===== config.mk =====
export PLATFORM = sky130hd
export DESIGN_NAME = result_collector
export DESIGN_NICKNAME = d
export VERILOG_FILES = /design/src/rtl/result_collector.sv
export SDC_FILE = /design/constraint.sdc
export NUM_CORES = 1
export LEC_CHECK = 0
export BUFFER_PORTS_ARGS = -buffer_cell sky130_fd_sc_hd__buf_2
export CORE_MARGIN = 4
export CORE_UTILIZATION = 30
export CTS_CLUSTER_SIZE = 12
export DETAILED_ROUTE_END_ITERATION = 16
export GPL_ROUTABILITY_DRIVEN = 0
export PLACE_DENSITY_LB_ADDON = 0.3
export SYNTH_ARGS = -nofsm -noshare
export SYNTH_HDL_FRONTEND = slang
export SYNTH_SLANG_ARGS = --single-unit

===== constraint.sdc =====
create_clock -name clk -period 4.7 [get_ports clk]
set_input_delay 0.94 -clock clk [delete_from_list [all_inputs] [get_ports clk]]
set_output_delay 0.94 -clock clk [all_outputs]
set_load 0.005 [all_outputs]

===== src/rtl/result_collector.sv =====
// Responder end of the multiplier result handshake: buffers each strobed
// element of an N x N result, counts distinct arrivals and serves a read port.
module result_collector #(
    parameter int N     = 4,
    parameter int WIDTH = 32,
    parameter int IDX_W = (N > 1) ? $clog2(N) : 1,
    parameter int CNT_W = $clog2(N * N + 1)
) (
    input  logic             clk,
    input  logic             rst,
    input  logic [WIDTH-1:0] z_out,
    input  logic [IDX_W-1:0] z_i,
    input  logic [IDX_W-1:0] z_j,
    input  logic             z_stb,
    output logic             z_ack,
    input  logic             clear,
    input  logic [IDX_W-1:0] rd_i,
    input  logic [IDX_W-1:0] rd_j,
    output logic [WIDTH-1:0] rd_data,
    output logic [CNT_W-1:0] count,
    output logic             full,
    output logic             protocol_err
);

    typedef enum logic [1:0] {
        IDLE    = 2'd0,
        ACK     = 2'd1,
        RECOVER = 2'd2
    } state_t;

    localparam logic [CNT_W-1:0] FULL_CNT = CNT_W'(N * N);
    localparam logic [CNT_W-1:0] CNT_ONE  = CNT_W'(1);

    // Indices are only out of range when N is not a power of two.
    function automatic logic idx_ok(input logic [IDX_W-1:0] idx);
        return ({{(32 - IDX_W){1'b0}}, idx} < 32'(N));
    endfunction

    state_t                     state_q, state_d;
    logic                       ack_q, ack_d;
    logic [CNT_W-1:0]           count_q, count_d;
    logic                       full_q, full_d;
    logic                       err_q, err_d;
    logic [N-1:0][N-1:0]        written_q, written_d;
    logic [WIDTH-1:0]           rd_data_q, rd_data_d;
    logic [WIDTH-1:0]           buf_q [N][N];

    logic                       cap_s;
    logic                       wr_ok_s;
    logic                       was_written_s;
    logic                       rd_ok_s;

    // Next-state, capture decision and read-port mux.
    always_comb begin
        state_d       = state_q;
        ack_d         = 1'b0;
        count_d       = count_q;
        err_d         = err_q;
        written_d     = written_q;
        cap_s         = 1'b0;
        wr_ok_s       = idx_ok(z_i) && idx_ok(z_j);
        rd_ok_s       = idx_ok(rd_i) && idx_ok(rd_j);
        was_written_s = 1'b0;
        rd_data_d     = {WIDTH{1'b0}};

        if (wr_ok_s) begin
            was_written_s = written_q[z_i][z_j];
        end else begin
            was_written_s = 1'b0;
        end

        // Registered read sees pre-capture contents on a same-edge collision.
        if (rd_ok_s && written_q[rd_i][rd_j]) begin
            rd_data_d = buf_q[rd_i][rd_j];
        end else begin
            rd_data_d = {WIDTH{1'b0}};
        end

        if (clear) begin
            state_d   = IDLE;
            count_d   = {CNT_W{1'b0}};
            err_d     = 1'b0;
            written_d = {(N * N){1'b0}};
        end else begin
            case (state_q)
                IDLE: begin
                    if (z_stb) begin
                        cap_s   = 1'b1;
                        ack_d   = 1'b1;
                        state_d = ACK;
                        if (!wr_ok_s || was_written_s) begin
                            err_d = 1'b1;
                        end else begin
                            count_d              = count_q + CNT_ONE;
                            written_d[z_i][z_j]  = 1'b1;
                        end
                    end else begin
                        state_d = IDLE;
                    end
                end
                ACK:     state_d = RECOVER;
                RECOVER: state_d = IDLE;
                default: state_d = IDLE;
            endcase
        end

        full_d = (count_d == FULL_CNT);
    end

    // Control state and registered outputs.
    always_ff @(posedge clk or negedge rst) begin
        if (!rst) begin
            state_q   <= IDLE;
            ack_q     <= 1'b0;
            count_q   <= {CNT_W{1'b0}};
            full_q    <= 1'b0;
            err_q     <= 1'b0;
            written_q <= {(N * N){1'b0}};
            rd_data_q <= {WIDTH{1'b0}};
        end else begin
            state_q   <= state_d;
            ack_q     <= ack_d;
            count_q   <= count_d;
            full_q    <= full_d;
            err_q     <= err_d;
            written_q <= written_d;
            rd_data_q <= rd_data_d;
        end
    end

    // Element storage; contents are qualified by the written flags, so no reset.
    always_ff @(posedge clk) begin
        if (cap_s && wr_ok_s) begin
            buf_q[z_i][z_j] <= z_out;
        end
    end

    assign z_ack        = ack_q;
    assign count        = count_q;
    assign full         = full_q;
    assign protocol_err = err_q;
    assign rd_data      = rd_data_q;

endmodule


==> impl_metrics.toml <==
[run_status]
outcome = "complete, no violations"

[global_route]
grt_pass1_wl_um = 72800
grt-ovfl-total = 0
grt_max_degree = 64
grt_use_total_pct = 12.7
antenna_found_initial = 3
grt_pass1_vias = 10500

[sta]
rsz0062_at_grt = "no"
skew_ns = 0.0219
fin_crit_ns = 3.02
hold_viol_final = 0
period_share_pct = 64.2
relSlewSlack_pct = 39.9
slew_viol_final = 0
finalSetupViolCount = 0
tightest_slew_ns = 0.899
fin_tns_setup_ns = 0
fmax_ghz = 0.332

[final_layout]
area_delta_synth_final_pct = 16.9
final_common_cell = "edfxtp_1"
final_cell_mix = "512 x edfxtp_1, 166 x mux4_2, 79 x buf_2, 59 x clkbuf_16, 57 x dfrtp_1"
final_cell_count_no_fill = 2054
fin_nets = 1101
drive_above_1_share_pct = 35.1

[setup_path]
endpoint_kind = "flip-flop"
crit_start = "state_q[0]$_DFF_PN0_"
critPathMaxFanout = 24
crit_arrival_ns = 3.32
r2r_cells = 5
crit_type = "reg -> reg"
timing.rr.start = "state_q[0]$_DFF_PN0_"
crit_required_ns = 5.00
start_kind = "flip-flop"

[clock_tree]
cts_root_buf = "clkbuf_16"
postCtsHoldBufs = 0
cts.htree.levels = 2
cts_setup_buffers = 0
cts_resized = 0
cts_made_buffers = 59
clkTransAtPathRegs_ns = 0.06
cts_tree = "yes"
cts_buffer_depth = 3
clk_latency_ns = 0.60
cts.sink_count = 569

[drt]
routedWlPerCell_um = 23.6
drcViolationCount = 0
drt_wl_total_um = 48500
viasPerCell = 4.73
vias = 9718
first_pass_iters = 4
wl_met1_um = 21000
antenna_left = 0
top_layer_used = "met4"
dr_wl_met2_um = 24100
met3_length_um = 2210
initialDrtViolationCount = 791

[synth]
synth_cell_types = 35
netlist_area_mm2 = 0.0217
ys_warn_count = 0
ys_seq_area_share_pct = 77.5
syn-num-nets = 972
synth_seq_cells = 569
synthCells = 927
syn_area_per_cell_um2 = 23.4

[pwr]
power.switching_uw = 2160
power_frac_seq_pct = 52.7
p_leak_uw = 0.00824
pwr-share-clk_pct = 42.6
powerDensity_mw_per_mm2 = 418
peakVddDrop_v = 0.000288
p_comb_share_pct = 4.7
p_int_uw = 8440
swShare_pct = 20.3

[die]
die_h_um = 277
die-area_mm2 = 0.0766
ioPinCount = 84
fp.dieW_um = 277
start_util_pct = 30.3
num_rows = 98
core_area_mm2 = 0.0716

[placement]
placed_cells = 1945
portBuffers = 83
hpwl_um = 28100

[hold_path]
hp-class = "in -> async"

[job]
max_cap_viol_count = 0
[power groups by stage]
stage / Clock, µW / Combinational, µW / Sequential [µW]
after floorplan: 0 / 294 / 5690
after global placement: 0 / 504 / 5690
after detailed placement: 0 / 510 / 5690
after CTS: 4640 / 510 / 5580
after global routing: 4880 / 541 / 5580
final: 4520 / 494 / 5580
[critical path, cell delays in order (launching register included)]
cell,delay [ns]
dfrtp_1,0.44
or3b_2,0.49
nor2_1,0.34
nand3_1,0.36
nor2_4,0.80
buf_4,0.29
[cell families after synthesis]
logic type	count (synthesis)	share of synthesized area, %
compound gates	26	0.750
simple gates	100	2.42
mux	178	17.8
fa+ha+maj	1	0.0577
xor+xnor	2	0.0808
flops	569	77.5
buf+inv	51	1.37
[cell type report]
class	instances	area (µm²)
Multi-Input combinational cell	307	4690
Timing Repair Buffer	118	786
Tap cell	950	1190
Clock inverter	20	195
Antenna cell	1	2.50
Clock buffer	88	1680
Fill cell	6622	46300
Sequential cell	569	16800
Inverter	1	3.75
[state kept, by name, summed over array words and instances (netlist names)]
name,flops
count,5
written_q,16
state_q,2
protocol_err,1
full,1
buf_q,512
rd_data,32
[synthesized netlist by cell type]
master	instances	area [µm²]
clkbuf_1	24	90.1
inv_1	1	3.75
or3_1	3	18.8
nand2b_1	2	12.5
ha_1	1	12.5
buf_4	10	75.1
mux4_2	166	3740
mux2i_1	11	110
nor3_1	6	30.0
nor2b_1	31	194
nand3b_1	2	15.0
and2_1	1	6.26
nor4b_1	1	8.76
a31oi_1	4	25.0
nor3b_1	4	30.0
o21ai_0	1	5.00
dfrtp_1	57	1430
a22oi_4	1	21.3
buf_2	4	20.0
edfxtp_1	512	15400
a21oi_2	2	17.5
a21oi_1	15	75.1
o21ai_2	1	8.76
nor2_1	38	143
buf_8	1	15.0
buf_1	4	15.0
nand3_1	4	20.0
o21ai_1	2	10.0
or3b_2	1	8.76
and2b_1	3	22.5
xor2_1	1	8.76
xnor2_1	1	8.76
mux2_2	1	11.3
buf_6	7	78.8
nand2_1	4	15.0
[per-layer routing]
layer | up-vias | track usage, %
met1 | 5293 | 17.0
met2 | 199 | 21.3
li1 | 4146 | -
met4 | 0 | 3.24
met3 | 80 | 2.68
met5 | - | 0
[per-stage QoR]
step	cell area [µm²]	util (%)	total power, µW	hold WS [ns]	setup slack, ns
finish	25300	35.4	10600	0.259	1.68
detailed placement	23500	32.8	6200	0.454	1.09
global route	25300	35.4	11000	0.253	1.55
global placement	23500	32.8	6190	0.446	1.12
floorplan	21700	-	5980	0.425	0.260
CTS	25300	35.4	10700	0.239	1.64
[final timing paths]
path | end | slack [ns]
worst min-delay path | rd_data[10]$_DFF_PN0_ | 0.26
worst max register to register | buf_q[3][50]$_DFFE_PP_ | 1.68
min in group clk | state_q[1]$_DFF_PN0_ | 0.47
worst min register to register | state_q[1]$_DFF_PN0_ | 0.47
worst max-delay path | buf_q[3][50]$_DFFE_PP_ | 1.68
max in group asynchronous | rd_data[0]$_DFF_PN0_ | 3.51
Note: power is estimated with default switching activity, not from simulation.
